$ cat src/rtl/clb_pkg.sv
// clb_pkg: shared sizing constants for the CLB tile.
// Config word is the select bit at bit 0, with the truth table above it.
package clb_pkg;

    localparam int CLB_K       = 4;
    localparam int LUT_BITS    = 2 ** CLB_K;
    localparam int CFG_BITS    = LUT_BITS + 1;
    localparam int CFG_SEL_BIT = 0;
    localparam int CFG_LUT_LSB = 1;

endpackage

$ cat src/rtl/clb_if.sv
// clb_if: programming chain and fabric-side logic signals of one tile.
// The host/fabric side uses master; the tile uses slave.
interface clb_if
    import clb_pkg::*;
#(
    parameter int K = CLB_K
);

    logic         prog_en;
    logic         prog_in;
    logic [K-1:0] clb_input;
    logic         prog_out;
    logic         clb_output;

    modport master (
        output prog_en,
        output prog_in,
        output clb_input,
        input  prog_out,
        input  clb_output
    );

    modport slave (
        input  prog_en,
        input  prog_in,
        input  clb_input,
        output prog_out,
        output clb_output
    );

endinterface

$ cat src/rtl/clb_lut.sv
// clb_lut: 2**K-to-1 truth-table selector.
// Every select value addresses a real entry, so no default case exists.
module clb_lut #(
    parameter int K = 4
) (
    input  logic [2**K-1:0] lut_tbl,
    input  logic [K-1:0]    sel,
    output logic            lut_out
);

    assign lut_out = lut_tbl[sel];

endmodule

$ cat src/rtl/clb_cell.sv
// clb_cell: one CLB tile with a serial config chain,
// a K-input LUT and an optional output flip-flop.
module clb_cell
    import clb_pkg::*;
#(
    parameter int K = CLB_K
) (
    input  logic clb_clk,
    input  logic clb_rst_n,
    clb_if.slave bus
);

    localparam int NLUT = 2 ** K;
    localparam int NCFG = NLUT + 1;

    logic [NCFG-1:0] cfg_q;
    logic            ff_q;
    logic            lut_out;
    logic            mux_out;

    // Config shifts MSB toward bit 0, so the select bit goes in first.
    always_ff @(posedge clb_clk) begin
        if (!clb_rst_n) begin
            cfg_q <= '0;
        end else if (bus.prog_en) begin
            cfg_q <= {bus.prog_in, cfg_q[NCFG-1:1]};
        end
    end

    // Frozen during programming so partial tables are never captured.
    always_ff @(posedge clb_clk) begin
        if (!clb_rst_n) begin
            ff_q <= 1'b0;
        end else if (!bus.prog_en) begin
            ff_q <= lut_out;
        end
    end

    clb_lut #(
        .K(K)
    ) u_lut (
        .lut_tbl(cfg_q[NCFG-1:CFG_LUT_LSB]),
        .sel    (bus.clb_input),
        .lut_out(lut_out)
    );

    assign mux_out = cfg_q[CFG_SEL_BIT] ? ff_q : lut_out;

    assign bus.prog_out   = cfg_q[0];
    assign bus.clb_output = bus.prog_en ? 1'b0 : mux_out;

endmodule

$ cat src/flat_wrapper.sv
// flat-port wrapper written by rule: the top's interface ports become plain ports
module clb_cell_flat import clb_pkg::*;
#(
    parameter int K = CLB_K
)
  (clb_clk, clb_rst_n, bus_prog_en, bus_prog_in, bus_clb_input, bus_prog_out, bus_clb_output);
  clb_if #(.K(K)) bus_i ();
  input  logic clb_clk;
  input  logic clb_rst_n;
  input wire logic [$bits(bus_i.prog_en)-1:0] bus_prog_en;
  input wire logic [$bits(bus_i.prog_in)-1:0] bus_prog_in;
  input wire logic [$bits(bus_i.clb_input)-1:0] bus_clb_input;
  output wire logic [$bits(bus_i.prog_out)-1:0] bus_prog_out;
  output wire logic [$bits(bus_i.clb_output)-1:0] bus_clb_output;
  assign bus_i.prog_en = bus_prog_en;
  assign bus_i.prog_in = bus_prog_in;
  assign bus_i.clb_input = bus_clb_input;
  assign bus_prog_out = bus_i.prog_out;
  assign bus_clb_output = bus_i.clb_output;
  clb_cell #(.K(K)) u_core (.clb_clk(clb_clk), .clb_rst_n(clb_rst_n), .bus(bus_i));
endmodule
$ cat config.mk
export PLATFORM = sky130hd
export DESIGN_NAME = clb_cell_flat
export DESIGN_NICKNAME = d
export VERILOG_FILES = /design/src/rtl/clb_pkg.sv /design/src/rtl/clb_if.sv /design/src/rtl/clb_lut.sv /design/src/rtl/clb_cell.sv /design/src/flat_wrapper.sv
export SDC_FILE = /design/constraint.sdc
export NUM_CORES = 1
export LEC_CHECK = 0
export CORE_MARGIN = 4
export CORE_UTILIZATION = 57
export CTS_CLUSTER_SIZE = 28
export DETAILED_ROUTE_END_ITERATION = 8
export GPL_TIMING_DRIVEN = 0
export PLACE_DENSITY = 0.81
export SLEW_MARGIN = 20
export SYNTH_ARGS = -nofsm -noshare
export SYNTH_HDL_FRONTEND = slang
export SYNTH_SLANG_ARGS = --single-unit
export TNS_END_PERCENT = 20
$ cat constraint.sdc
create_clock -name clb_clk -period 3.5 [get_ports clb_clk]
set_input_delay 0.7 -clock clb_clk [delete_from_list [all_inputs] [get_ports clb_clk]]
set_output_delay 0.7 -clock clb_clk [all_outputs]
set_load 0.02 [all_outputs]
==> impl_metrics.yaml <==
sta:
  hold_viol: 0
  fin_ws_ps: 149
  rsz0062_at_grt: "no"
  post-route-min-period_ps: 3350
  skew_ps: 1.60
  period_share: 0.958
  relSlewSlack: 0.787
  drv_slew: 0
  tns_ps: 0
  max_clock_freq_mhz: 298
  tightestPinTransition_ps: 319
  finalSetupViolCount: 0
worst_setup_path:
  criticalPathCategory: "primary input to output port"
  ff2ff_setup_slack_ps: 2320
  crit_top_cell: "clkdlybuf4s50_1"
  worst_setup_path_end_kind: "output port"
  cp_slowest_cell: "clkdlybuf4s50_1"
  worstSetupStartpointType: "primary input"
  crit_family: "buffers and inverters"
  ff2ff_path_depth: 3
  r2r-end: "u_core.ff_q"
  path_cells: "clkdlybuf4s50_1 > mux4_2 > o21bai_2 > o211ai_1 > clkdlybuf4s50_1"
  slowest_delay_ps: 610
  crit_required_ps: 2800
  crit_path_max_fanout: 5
  rr_startpoint: "u_core.cfg_q[9]"
  cp.buffers_inverters: 2
  worstPathArrival_ps: 2650
route:
  antenna_left: 0
  via_per_inst: 5.64
  wl_per_cell_um: 14.1
  vias: 609
  drtIter0Drc: 5
  first_pass_iters: 3
  wirelength_um: 1520
  drcViolationCount: 0
synthesis:
  yosys.cell_types.count: 21
  yosysSeqAreaShare: 0.414
  synthesis.area_um2: 870
  syn_inst: 83
  synth-main-ff-cell: "dfxtp_1"
  synthArstFlopShare: 0
  synth_fp_nets: 91
  yosysWarnings: 0
  syn_area_per_cell_um2: 10.5
  synth_edf_count: 0
  yosys_register_bits: 18
clock_tree:
  clk_latency_ps: 290
  cts_tree: "built"
  hold_buffers: 0
  cts-htree-levels: 1
  cts_sinks: 18
  postCtsSetupRepairBufs: 0
  cts-root-buf: "clkbuf_4"
  post_cts_resized: 0
  cts_buffer_depth: 2
  cts_buffers: 3
  clk_pin_slew_ps: 100
floorplan:
  initial_utilization: 0.636
  die_w_um: 47.1
  die_h_um: 47.1
  num_rows: 13
  ios: 10
  die-area_mm2: 0.00221
  core_area_mm2: 0.00137
run:
  maxCapViolations: 0
global_route:
  grt_pass1_vias: 656
  grtUsageTotal: 0.175
  grt_antenna_before_repair: 0
  grt_pass1_wl_um: 2700
  gr-total-overflow: 0
  grt_max_degree: 11
placement:
  dp_slack_ps: 145
  dp_hpwl_um: 1150
  numPortBuffers: 6
  finalWeightedCongestion: 0.806
power_and_ir_drop:
  ir_worst_vdd_uv: 255
  cellPowerDensity_mw_per_mm2: 378
  power_leakage_uw: 0.000393
worst_hold_path:
  min_to: "u_core.ff_q"
  min_from: "u_core.ff_q"
  min_path_type: "flip-flop to flip-flop"
  min_path_cells: 2
final_layout:
  fill_cells: 113
  drive_gt1_frac: 0.140
  nets: 102
  n_antenna_cell: 0
  area_growth_pct: 13.2
outcome:
  outcome: "finished clean"
## cells in the final DEF, fill, tap and decap left out
cell type | Yosys | layout
buf_2 | 3 | 3
buf_6 | 1 | 1
clkbuf_1 | 1 | 1
clkbuf_2 | 1 | 1
clkbuf_4 | 0 | 3
clkbuf_8 | 0 | 1
clkdlybuf4s50_1 | 0 | 6
dfxtp_1 | 18 | 18
inv_1 | 1 | 1
mux2_2 | 2 | 2
mux2i_1 | 21 | 21
mux4_2 | 1 | 1
nand2_1 | 2 | 2
nand2b_1 | 1 | 1
nand3_1 | 1 | 1
nand3b_1 | 2 | 2
nor2_1 | 2 | 2
nor2b_1 | 17 | 17
nor3_1 | 1 | 1
o211ai_1 | 3 | 3
o21ai_0 | 1 | 1
o21bai_2 | 1 | 1
o22ai_1 | 1 | 1
o32ai_1 | 2 | 2
## logic make-up (layout without fill, tap and decap cells)
kind of cell	Yosys count	count (layout)	share of synthesized area
mux	24	24	0.294
buf+inv	7	17	0.0446
compound gates	8	8	0.0719
flops	18	18	0.414
simple gates	26	26	0.176
## worst max path at each step
stage,startpoint,endpoint,cells past startpoint
after floorplan,bus_clb_input[2],bus_clb_output,5
after global placement,bus_clb_input[0],bus_clb_output,5
after detailed placement,bus_clb_input[0],bus_clb_output,5
after CTS,bus_clb_input[0],bus_clb_output,5
after global routing,bus_clb_input[0],bus_clb_output,6
final,bus_clb_input[0],bus_clb_output,5
## routing by layer
metal / global-route usage / vias to the layer above / part of all wire / wire length, um
met5: 0 / - / 0 / 0
met4: 0.0829 / 0 / 0.016 / 24
met3: 0.0498 / 2 / 0.036 / 54
met2: 0.298 / 8 / 0.48 / 724
met1: 0.201 / 287 / 0.47 / 716
li1: - / 312 / - / -
## state kept, by name, indices dropped and copies added (netlist names)
register / count
u_core.cfg_q: 17
u_core.ff_q: 1
## tightest hold or removal path, cell delays in order, from the launching register on
cell and delay [ps]:
dfxtp_1 330, nand3_1 80, o211ai_1 90
## metrics by stage
| step | hold WS [ps] | total power (uW) | std cells | instance area, um2 | utilization |
|---|---|---|---|---|---|
| 2_1_floorplan | 483 | 238 | 83 | 870 | - |
| 3_3_place_gp | 507 | 249 | 104 | 948 | 0.694 |
| 3_5_place_dp | 526 | 249 | 104 | 948 | 0.694 |
| 4_1_cts | 541 | 376 | 108 | 985 | 0.721 |
| 5_1_grt | 570 | 389 | 108 | 985 | 0.721 |
| 6_report | 542 | 373 | 108 | 985 | 0.721 |
## cell usage after synthesis (2+ instances only)
cell      number  area share
buf_2          3       0.017
dfxtp_1       18        0.41
mux2_2         2       0.026
mux2i_1       21        0.24
nand2_1        2      0.0086
nand3b_1       2       0.017
nor2_1         2      0.0086
nor2b_1       17        0.12
o211ai_1       3       0.026
o32ai_1        2       0.020
## cell type report
| cell class | count | area, um2 | share of cell area |
|---|---|---|---|
| Tap cell | 15 | 18.8 | 0.0191 |
| Multi-Input combinational cell | 58 | 470 | 0.478 |
| Buffer | 6 | 35.0 | 0.0356 |
| Timing Repair Buffer | 6 | 60.1 | 0.0610 |
| Sequential cell | 18 | 360 | 0.366 |
| Inverter | 1 | 3.75 | 0.00381 |
| Clock buffer | 4 | 36.3 | 0.0368 |
## where the power goes
part	internal, uW	switching (uW)
sequential	206	1.34
clock	63.5	64.5
combinational	20.2	16.7
Note: power is estimated with default switching activity, not from simulation.
==> edit: new RTL, config.mk and constraints unchanged <==
Reset style: asynchronous (`clb_rst_n`), changed in 2 clocked blocks.
--- a/src/rtl/clb_cell.sv
+++ b/src/rtl/clb_cell.sv
@@ -20,5 +20,5 @@
 
     // Config shifts MSB toward bit 0, so the select bit goes in first.
-    always_ff @(posedge clb_clk) begin
+    always_ff @(posedge clb_clk or negedge clb_rst_n) begin
         if (!clb_rst_n) begin
             cfg_q <= '0;
@@ -29,5 +29,5 @@
 
     // Frozen during programming so partial tables are never captured.
-    always_ff @(posedge clb_clk) begin
+    always_ff @(posedge clb_clk or negedge clb_rst_n) begin
         if (!clb_rst_n) begin
             ff_q <= 1'b0;
Behaviour: differs if clb_rst_n is asserted again (counterexample within 4 cycles, from zero or initial values and one cycle with clb_rst_n low); with clb_rst_n held inactive, the same outputs for 10 cycles.
==> edit against the unedited design <==
Count of clock-buffer cells in the layout decreased by 1. Global-route usage fell by 2.3 points. Hold slack got worse by 0.040 ns. Routed wire length down 18%. Worst setup slack better by 0.27 ns. Register-to-register slack worse by 0.23 ns. Cell area down 2.2%. Die area decreased by 3.8%. Sequential share of layout area rose by 10 points. Synthesized area decreased by 4.6%. Sequential cell count unchanged.
Power is not compared: it rests on default switching activity, and its combinational part moved more than twofold at a synthesized area within 25%.
==> edit: results (changes against the unedited design) <==
metric,value,unit,change
clock_skew,0.001706,ns,+0.0001059 ns
power_switching,0.0001774,W,
fillers,95,,-16%
rrSetupSlack,2.09,ns,-0.23 ns
synth_compound_area_share,3.017,%,-4.2 points
portBuffers,9,,+3
ir_drop,0.0004122,V,
synth_commonest_cells,"dfrtp_1, mux2_2, mux4_1, clkbuf_1, mux2i_1",,
wire_per_inst,15.70,um,+12%
htreeDepth,1,,unchanged
via_per_inst,6.089,,+8.0%
grt_pass1_vias,494,,-25%
async_reset_ff_share,100.0,%,+100 points
cts-resized-gates,0,,unchanged
ys_seq_area_share,54.30,%,+13 points
synth_xor_area_share,0,%,unchanged
status,finished clean,,
dpl-instance-area,938.4,um2,-1.1%
synth.area.mux_share,38.16,%,+8.8 points
place.gp.congestion,0.6627,,-18%
drive_gt1_share,32.81,%,+19 points
drt_iter0_markers,12,,+7
dp_worst_setup_slack,0.07540,ns,-0.07003 ns
synth.distinct_cells,14,,-33%
grt_pass1_wl,2.208,mm,-18%
min_period_over_period,87.92,%,-7.8 points
synth_area_leaders,"dfrtp_1, mux2_2, mux4_1, mux2i_1, a221oi_1",,
synth.net_count,60,,-34%
cp_max_fo,4,,-1
dp.final_hpwl,902.5,um,-22%
grt_usage,15.19,%,-2.3 points
relSlewSlack,47.89,%,-31 points
max_stage_delay,0.57,ns,-0.04 ns
final_nets,74,,-27%
seq_power_share,55.1,%,
first_pass_iters,2,,-1
arrival,2.38,ns,-0.27 ns
==> edit: cell count changes in the layout (fill, tap and decap cells not counted), sizes merged, moves of 4 or more <==
cell,unedited run,this run
mux2i,21,2
dfrtp,0,18
dfxtp,18,0
nor2b,17,1
mux2,2,17
buf,4,0
==> edit: final timing paths <==
check,startpoint,end,depth (start not counted)
max in group asynchronous,clb_rst_n,u_core.cfg_q[14],1
hold reg to reg,u_core.ff_q,u_core.ff_q,2
setup reg to reg,u_core.cfg_q[12],u_core.ff_q,3
min in group asynchronous,clb_rst_n,u_core.ff_q,1
hold / removal,u_core.ff_q,u_core.ff_q,2
setup / recovery,bus_clb_input[1],bus_clb_output,5
==> edit: metrics by stage <==
| stage | hold slack, ns | cells |
|---|---|---|
| 3_5_place_dp | 0.4862 | 76 |
| 2_1_floorplan | 0.4044 | 52 |
| 4_1_cts | 0.5095 | 79 |
| 3_3_place_gp | 0.4746 | 76 |
| 5_1_grt | 0.5573 | 79 |
| 6_report | 0.5025 | 79 |
==> edit: per-layer routing <==
metal	vias up	share of wire [%]	track usage [%]
met3	5	6.9	2.734
met2	12	44	23.08
met4	0	2.7	10.23
met5	-	0	0
met1	241	47	19.64
li1	223	-	-
==> edit: cells by family (layout without fill, tap and decap cells) <==
group                  count (synthesis)  count (layout)
buffers and inverters                  3              15
multiplexers                          23              23
AO/OA/AOI/OAI                          3               3
flip-flops                            18              18
AND/OR/NAND/NOR                        5               5
==> edit: area by class of cell <==
cell class              count  area (um2)  share of cell area [%]
flip-flops and latches     18       450.4                   46.75
multi-input cells          31       367.9                   38.18
repair buffers              9       92.59                   9.610
clock buffers               3       22.52                   2.338
well taps                  15       18.77                   1.948
plain buffers               2       7.507                  0.7792
inverters                   1       3.754                  0.3896
